--- config.mk ---
export PLATFORM = sky130hd
export DESIGN_NAME = alu_operand_entry
export DESIGN_NICKNAME = d
export VERILOG_FILES = /design/src/rtl/alu_operand_entry_pkg.sv /design/src/rtl/alu_operand_entry_key_debounce.sv /design/src/rtl/alu_operand_entry.sv
export SDC_FILE = /design/constraint.sdc
export NUM_CORES = 1
export LEC_CHECK = 0
export CAP_MARGIN = 10
export CORE_UTILIZATION = 25
export CTS_CLUSTER_SIZE = 10
export DETAILED_ROUTE_END_ITERATION = 8
export PLACE_DENSITY_LB_ADDON = 0.12
export SKIP_LAST_GASP = 1
export SLEW_MARGIN = 5
export SYNTH_ARGS = -nofsm -noshare
export SYNTH_HDL_FRONTEND = slang
export SYNTH_SLANG_ARGS = --single-unit
--- constraint.sdc ---
create_clock -name Clock -period 3.35 [get_ports Clock]
set_input_delay 0.5025 -clock Clock [delete_from_list [all_inputs] [get_ports Clock]]
set_output_delay 0.5025 -clock Clock [all_outputs]
set_load 0.01 [all_outputs]
--- src/rtl/alu_operand_entry_pkg.sv ---
// -----------------------------------------------------------------------------
// alu_operand_entry_pkg
// Shared definitions for the ALU operand-entry front end: entry-state
// encodings (also driven onto the green LEDs), the default debounce interval
// and the select width.
// -----------------------------------------------------------------------------
package alu_operand_entry_pkg;

  // Entry sequence: operand A, operand B, select, then show the result.
  typedef enum logic [1:0] {
    S_A    = 2'b00,
    S_B    = 2'b01,
    S_SEL  = 2'b10,
    S_SHOW = 2'b11
  } entry_state_e;

  // 10 ms at 50 MHz.
  localparam int DEFAULT_DEBOUNCE_CYCLES = 500000;

  localparam int SEL_W = 3;

endpackage : alu_operand_entry_pkg

--- src/rtl/alu_operand_entry_key_debounce.sv ---
// -----------------------------------------------------------------------------
// key_debounce
// Synchronizes a raw, bouncy, active-high pushbutton and accepts a new level
// only after the synchronized input has differed from the accepted level for
// DEBOUNCE_CYCLES consecutive cycles. Emits a one-cycle Press on an accepted
// 0->1 change, but only once the button has been seen released after reset.
//
// Ports
//   Clock  in   system clock, rising edge
//   Reset  in   asynchronous, active-high
//   Raw    in   raw button level, asynchronous to Clock
//   Level  out  debounced button level
//   Press  out  one-cycle pulse on an accepted press
// -----------------------------------------------------------------------------
module key_debounce #(
  parameter int DEBOUNCE_CYCLES = 500000
) (
  input  logic Clock,
  input  logic Reset,
  input  logic Raw,
  output logic Level,
  output logic Press
);

  localparam int CNT_W = $clog2(DEBOUNCE_CYCLES + 1);
  localparam logic [CNT_W-1:0] LAST = CNT_W'(DEBOUNCE_CYCLES - 1);

  logic             sync1_q, sync2_q, sync_prev_q;
  logic             level_q, armed_q, press_q;
  logic [CNT_W-1:0] cnt_q;

  logic             bounce;
  logic             qualify;
  logic [CNT_W-1:0] cnt_run;
  logic             done;

  // A change of the synchronized input restarts whatever run is being timed.
  assign bounce  = sync2_q ^ sync_prev_q;

  // Two kinds of run are timed with the same counter:
  //  - the input disagrees with the accepted level (a level change pending);
  //  - not yet armed and the input is low (proving the button is released,
  //    so a button held through reset release never produces a press).
  assign qualify = (sync2_q != level_q) || (!armed_q && !sync2_q);
  assign cnt_run = bounce ? '0 : cnt_q;
  assign done    = qualify && (cnt_run == LAST);

  // NOTE: every register below is updated with non-blocking assignments so all
  // flops sample the values from before the clock edge, like real hardware.
  always_ff @(posedge Clock or posedge Reset) begin
    if (Reset) begin
      sync1_q     <= 1'b0;
      sync2_q     <= 1'b0;
      sync_prev_q <= 1'b0;
      level_q     <= 1'b0;
      armed_q     <= 1'b0;
      press_q     <= 1'b0;
      cnt_q       <= '0;
    end else begin
      sync1_q     <= Raw;
      sync2_q     <= sync1_q;
      sync_prev_q <= sync2_q;
      press_q     <= 1'b0;
      if (!qualify) begin
        cnt_q <= '0;
      end else if (done) begin
        cnt_q <= '0;
        if (sync2_q != level_q) begin
          level_q <= sync2_q;
          press_q <= sync2_q & armed_q;
        end else begin
          armed_q <= 1'b1;
        end
      end else begin
        cnt_q <= cnt_run + CNT_W'(1);
      end
    end
  end

  assign Level = level_q;
  assign Press = press_q;

endmodule : key_debounce

--- src/rtl/alu_operand_entry.sv ---
// -----------------------------------------------------------------------------
// alu_operand_entry
// Input side of the switch/ALU/hex-display path. Each debounced Enter press
// steps the entry sequence, latching operand A, operand B and the ALU select
// from the data switches; on arriving in S_SHOW the ALU result Q is captured
// once for the displays and held until the next sequence.
//
// Ports
//   Clock   in   system clock, rising edge
//   Reset   in   asynchronous, active-high; clears all state
//   Data    in   data switches, sampled on an accepted press
//   Enter   in   raw pushbutton (debounced internally)
//   Clear   in   raw clear button (synchronized, level-sensitive)
//   Q       in   ALU result, combinational function of A, B, Sel
//   A, B    out  latched operands
//   Sel     out  latched ALU select
//   Result  out  captured ALU result
//   State   out  current entry state
//   Valid   out  Result belongs to the current A/B/Sel
// -----------------------------------------------------------------------------
module alu_operand_entry
  import alu_operand_entry_pkg::*;
#(
  parameter int DEBOUNCE_CYCLES = DEFAULT_DEBOUNCE_CYCLES,
  parameter int DATA_W          = 4,
  parameter int Q_W             = 16
) (
  input  logic              Clock,
  input  logic              Reset,
  input  logic [DATA_W-1:0] Data,
  input  logic              Enter,
  input  logic              Clear,
  input  logic [Q_W-1:0]    Q,
  output logic [DATA_W-1:0] A,
  output logic [DATA_W-1:0] B,
  output logic [SEL_W-1:0]  Sel,
  output logic [Q_W-1:0]    Result,
  output logic [1:0]        State,
  output logic              Valid
);

  entry_state_e      state_q, state_d;
  logic [DATA_W-1:0] a_q, a_d, b_q, b_d;
  logic [SEL_W-1:0]  sel_q, sel_d;
  logic [Q_W-1:0]    result_q, result_d;
  logic              valid_q, valid_d;

  logic              clear_s1_q, clear_s2_q;
  logic              enter_level;
  logic              press;

  key_debounce #(
    .DEBOUNCE_CYCLES(DEBOUNCE_CYCLES)
  ) u_enter (
    .Clock(Clock),
    .Reset(Reset),
    .Raw  (Enter),
    .Level(enter_level),
    .Press(press)
  );

  // Clear is a level, so synchronizing it is enough; bounce only repeats it.
  always_ff @(posedge Clock or posedge Reset) begin
    if (Reset) begin
      clear_s1_q <= 1'b0;
      clear_s2_q <= 1'b0;
    end else begin
      clear_s1_q <= Clear;
      clear_s2_q <= clear_s1_q;
    end
  end

  // NOTE: every signal is given its hold value before the case statement, so
  // no path leaves one unassigned and no latch is inferred.
  always_comb begin
    state_d  = state_q;
    a_d      = a_q;
    b_d      = b_q;
    sel_d    = sel_q;
    result_d = result_q;
    valid_d  = valid_q;
    if (clear_s2_q) begin
      // Clear wins over a press arriving in the same cycle.
      state_d  = S_A;
      a_d      = '0;
      b_d      = '0;
      sel_d    = '0;
      result_d = '0;
      valid_d  = 1'b0;
    end else begin
      unique case (state_q)
        S_A: if (press) begin
          a_d     = Data;
          state_d = S_B;
        end
        S_B: if (press) begin
          b_d     = Data;
          state_d = S_SEL;
        end
        S_SEL: if (press) begin
          sel_d   = Data[SEL_W-1:0];
          state_d = S_SHOW;
        end
        S_SHOW: begin
          if (press) begin
            valid_d = 1'b0;
            state_d = S_A;
          end else if (!valid_q) begin
            // First cycle here: A/B/Sel have settled into the ALU, so Q is
            // the result for them. Valid then blocks any later recapture.
            result_d = Q;
            valid_d  = 1'b1;
          end
        end
        default: state_d = S_A;
      endcase
    end
  end

  always_ff @(posedge Clock or posedge Reset) begin
    if (Reset) begin
      state_q  <= S_A;
      a_q      <= '0;
      b_q      <= '0;
      sel_q    <= '0;
      result_q <= '0;
      valid_q  <= 1'b0;
    end else begin
      state_q  <= state_d;
      a_q      <= a_d;
      b_q      <= b_d;
      sel_q    <= sel_d;
      result_q <= result_d;
      valid_q  <= valid_d;
    end
  end

  assign A      = a_q;
  assign B      = b_q;
  assign Sel    = sel_q;
  assign Result = result_q;
  assign State  = state_q;
  assign Valid  = valid_q;

endmodule : alu_operand_entry
==> impl_metrics.yaml, run 1 <==
sta:
  clock_skew_ns: 0.01003
  whs_ns: 0.3485
  max_freq_ghz: 0.4285
  worst_slew_pin_slew_ns: 1.035
  maxSlewViolCount: 0
  min_period_ns: 2.334
  slew_headroom_pct: 30.60
  rsz0062_at_grt: "no"
  period_share_pct: 69.66
  setup_viol: 0
  finalHoldViolations: 0
  final.setup.tns_ns: 0
layout:
  layout_common_cells: "57 x dfrtp_1, 53 x clkdlybuf4s50_1, 28 x nor2_1"
  mostFrequentLayoutCell: "dfrtp_1"
  syn2layout_area_growth_pct: 35.47
  final.fill_count: 1045
  antenna_cells: 0
  seqCellArea_sq_mm: 0.001426
  nets: 323
  multiInputGateArea_sq_mm: 0.001030
  drive_gt1_share_pct: 9.699
grt:
  antenna_found_initial: 0
  grt_max_degree: 30
  grt_pass1_wl_mm: 9.142
  grt-ovfl-total: 0
  grtUsageTotal_pct: 11.55
  grt_pass1_vias: 1840
route:
  final_antenna_net_count: 0
  drc: 0
  dr_total_vias: 1891
  wl_mm: 5.466
  first_iter_violations: 54
  vias_per_cell: 4.377
  post_drt_wl_per_cell_um: 12.65
  first_pass_iters: 4
clocking:
  cts-root-buf: "clkbuf_8"
  cts_tree: "done"
  cts.sinks: 57
  clockBufferDepth: 2
  clk_latency_ns: 0.34
  cts_hold_buffers: 0
  path_clk_slew_ns: 0.07
  ctsResizeCount: 0
  cts-htree-levels: 3
  cts_setup_buffers: 0
  cts_made_buffers: 9
critical_path:
  cp-start-kind: "flip-flop"
  required_ns: 3.56
  worstPathMaxFanout: 16
  crit_type: "flip-flop to flip-flop"
  critPathCaptureType: "flip-flop"
  critPathArrivalTime_ns: 2.54
power:
  p_leak_nw: 1.422
  ir_drop_uv: 152.3
  power_density_mw_per_mm2: 482.2
synthesis:
  synth_top_area_cell: "dfrtp_1"
  syn-mean-instance-area_sq_um: 10.64
  ys_ff_latch: 57
  ys_warn_count: 0
  synth_area_sq_mm: 0.002501
  synth_area_leaders: "dfrtp_1 57%, a22o_1 5.6%, xor2_1 4.9%"
  syn_nets: 264
  synthCells: 235
  yosys.area.top_type_share_pct: 57.03
  synthDistinctLibCells: 35
  seq_area_frac_synth_pct: 57.03
floorplanning:
  die_w_um: 102.0
  die-area_sq_mm: 0.01041
  fp.dieH_um: 102.0
  core_sq_mm: 0.009729
  pin_count: 54
  rows: 36
  start_util_pct: 25.71
place:
  port_buffers: 53
  place.gp.congestion: 0.7595
  hpwl_mm: 3.698
flow_run:
  cap_violations: 0
worst_hold_path:
  min-delay-path-class: "flip-flop to flip-flop"
run_status:
  outcome: "completed"
==> registers in the layout, indices dropped and copies added (netlist names) <==
name,count
A,4
B,4
Result,16
Sel,3
State,2
Valid,1
clear_s1_q,1
clear_s2_q,1
u_enter.Level,1
u_enter.Press,1
u_enter.armed_q,1
u_enter.cnt_q,19
u_enter.sync1_q,1
u_enter.sync2_q,1
u_enter.sync_prev_q,1
==> per-layer routing <==
layer / wire length, um / track usage (%) / vias to the layer above
li1: - / - / 935
met1: 2735 / 16.12 / 897
met2: 2332 / 16.00 / 46
met3: 249 / 2.736 / 13
met4: 149 / 7.253 / 0
met5: 0 / 0 / -
==> critical path, cell delays in order, from the launching register on <==
cell	delay (ns)
dfrtp_1	0.55
xnor2_2	0.15
buf_4	0.22
and2_1	0.17
ha_1	0.19
nand3_1	0.14
nor3_2	0.15
nand4_2	0.20
nand2_1	0.34
nor2_1	0.09
==> stage by stage <==
stage | setup WS [ns] | util [%] | power [mW] | cells | area (sq um)
2_1_floorplan | 1.057 | - | 0.9270 | 235 | 2501
3_3_place_gp | 1.092 | 32.96 | 1.074 | 416 | 3207
3_5_place_dp | 1.007 | 32.96 | 1.074 | 416 | 3207
4_1_cts | 0.9902 | 34.83 | 1.663 | 432 | 3388
5_1_grt | 0.7769 | 34.83 | 1.731 | 432 | 3388
6_report | 1.016 | 34.83 | 1.634 | 432 | 3388
==> cells by family after synthesis <==
logic type / count (synthesis) / share of synthesized area (%)
compound gates: 33 / 9.555
xor+xnor: 20 / 7.304
fa+ha+maj: 5 / 2.501
buf+inv: 13 / 2.001
flops: 57 / 57.03
mux: 2 / 1.000
simple gates: 105 / 20.61
==> synth_stat cells <==
cell type and count:
a211oi_2 1, a21oi_1 12, a22o_1 16, and2_1 3, and3_1 4, and3_2 1
and4_1 1, buf_1 1, buf_2 1, clkbuf_1 6, dfrtp_1 57, ha_1 5
inv_1 5, mux2_4 1, mux2i_1 1, nand2_1 25, nand2_2 1, nand2b_1 1
nand3_1 22, nand3b_1 1, nand4_1 5, nand4_2 1, nor2_1 28, nor3_1 5
nor3_2 1, nor3b_1 1, nor4_1 3, nor4bb_1 1, o21ai_0 2, o21bai_1 1
o41ai_1 1, or4_4 1, xnor2_1 5, xnor2_2 1, xor2_1 14
==> worst paths after layout <==
path / from / slack, ns / depth (start not counted) / endpoint
max: u_enter.sync2_q / 1.02 / 9 / u_enter.cnt_q[2]
max in group asynchronous: Reset / 2.22 / 3 / B[1]
max reg2reg: u_enter.sync2_q / 1.02 / 9 / u_enter.cnt_q[2]
min in group asynchronous: Reset / 0.56 / 2 / Result[5]
min: u_enter.sync1_q / 0.35 / 0 / u_enter.sync2_q
min reg2reg: u_enter.sync1_q / 0.35 / 0 / u_enter.sync2_q
==> area by class of cell <==
cell class | instances | share of cell area [%]
Multi-Input combinational cell | 165 | 30.39
Clock buffer | 10 | 4.062
Tap cell | 133 | 4.911
Inverter | 5 | 0.5539
Timing Repair Buffer | 56 | 16.69
Clock inverter | 6 | 1.292
Sequential cell | 57 | 42.10
==> power breakdown <==
part           total [mW]  internal [mW]  switching (mW)
registers           0.776          0.734          0.0420
clock network       0.579          0.287           0.292
logic               0.279          0.141           0.138
Power figures use the tool's default switching activity.
==> run 2, diff against run 1 <==
clock period = 2.1 ns   (was 3.35 ns; I/O delays follow)
==> impl_metrics.yaml, run 2 (same netlist as run 1, synthesis figures left out) <==
place:
  hpwl_mm: 3.937
  placed_area_sq_mm: 0.003262
  port_buffers: 53
  place.gp.congestion: 0.7378
  post-place-ws_ns: 0.05488
critical_path:
  crit_end: "u_enter.Level"
  r2r_start: "u_enter.sync_prev_q"
  required_ns: 2.32
  critPathCaptureType: "flip-flop"
  crit_type: "flip-flop to flip-flop"
  r2r_cells: 7
  ff2ff_setup_slack_ns: 0.15
  critPathLaunch: "u_enter.sync_prev_q"
  worstPathMaxFanout: 5
  critPathArrivalTime_ns: 2.17
  cp-start-kind: "flip-flop"
  timing.rr.end: "u_enter.Level"
route:
  final_antenna_net_count: 0
  dr_total_vias: 1912
  vias_per_cell: 4.375
  first_pass_iters: 4
  post_drt_wl_per_cell_um: 13.18
  drc: 0
  first_iter_violations: 69
  wl_mm: 5.759
sta:
  min_period_ns: 1.947
  whs_ns: 0.2748
  fin_ws_ns: 0.1534
  clock_skew_ns: 0.008962
  maxSlewViolCount: 0
  rsz0062_at_grt: "yes"
  max_freq_ghz: 0.5137
  period_share_pct: 92.70
  setup_viol: 0
  finalHoldViolations: 0
  slew_headroom_pct: 27.83
  worst_slew_pin_slew_ns: 1.079
clocking:
  path_clk_slew_ns: 0.07
  cts_tree: "done"
  cts_setup_buffers: 0
  cts-htree-levels: 3
  cts_made_buffers: 9
  cts.sinks: 57
  cts-root-buf: "clkbuf_8"
  clk_latency_ns: 0.34
  clockBufferDepth: 2
layout:
  layout_common_cells: "57 x dfrtp_1, 53 x clkdlybuf4s50_1, 28 x nor2_1"
  largest_reg_flops: 19
  max_flop_register: "u_enter.cnt_q"
  nets: 328
  drive_gt1_share_pct: 12.50
  final_area_sq_mm: 0.003530
  syn2layout_area_growth_pct: 41.12
  mostFrequentLayoutCell: "dfrtp_1"
  antenna_cells: 0
grt:
  antenna_found_initial: 0
  grt_max_degree: 42
  grt_pass1_vias: 1928
  grt-ovfl-total: 0
  grt_pass1_wl_mm: 9.480
  grtUsageTotal_pct: 12.14
floorplanning:
  core_sq_mm: 0.009729
  start_util_pct: 25.71
  pin_count: 54
  rows: 36
  die_w_um: 102.0
  die-area_sq_mm: 0.01041
  fp.dieH_um: 102.0
power:
  p_leak_nw: 1.495
  power_mw: 3.024
  ir_drop_uv: 361.2
  power_density_mw_per_mm2: 856.8
flow_run:
  cap_violations: 0
run_status:
  outcome: "completed"
worst_hold_path:
  min-delay-path-class: "primary input to async pin"
## run 2: changes by cell type in the layout (fill, tap and decap cells not counted), sizes merged
cell      before  now
buf            3    8
bufinv         0    3
clkbuf        10   12
clkinv         2    1
clkinvlp       4    0
## run 2: per-layer routing
layer	track usage, %	up-vias	wire length (um)
li1	-	950	-
met1	15.80	915	2815
met2	18.22	38	2624
met3	2.804	9	196
met4	7.582	0	122
met5	0	-	0
## run 2: cell type report
class / instances / area (sq um)
clock buffers: 12 / 155.1
clock inverters: 4 / 98.84
fillers: 1000 / 6200
inverters: 5 / 18.77
multi-input cells: 165 / 1061
flip-flops and latches: 57 / 1426
well taps: 133 / 166.4
repair buffers: 61 / 603.1
## run 2: stage by stage
stage	utilization (%)	instances	setup TNS, ns
after detailed placement	33.53	421	0
after CTS	36.14	437	0
after floorplan	-	235	0
after global routing	36.28	437	-0.04698
after global placement	33.53	421	0
final	36.28	437	0
## run 2: power breakdown
part | internal (mW) | switching, mW | total (mW)
registers | 1.17 | 0.0487 | 1.22
clock network | 0.856 | 0.449 | 1.31
logic | 0.250 | 0.250 | 0.499
## run 2: how the worst min path moves through the flow
stage,startpoint,end,depth (start not counted),slack [ns]
4_1_cts,Reset,Result[2],2,0.28
3_3_place_gp,clear_s1_q,clear_s2_q,0,0.33
5_1_grt,Reset,Result[2],2,0.32
2_1_floorplan,clear_s1_q,clear_s2_q,0,0.33
6_report,Reset,Result[2],2,0.27
3_5_place_dp,clear_s1_q,clear_s2_q,0,0.33
## run 2: what timing repair did
action,4_1_cts,5_1_grt
resized for setup,0,4
endpoints found under the setup margin,0,13
hold buffers,0,0
## run 2: critical path: stages, from the launching register on
cell,delay (ns)
dfrtp_1,0.46
xnor2_4,0.20
and2_1,0.17
ha_1,0.19
nand3_1,0.13
nor3_2,0.15
nand4_2,0.20
mux2_4,0.34
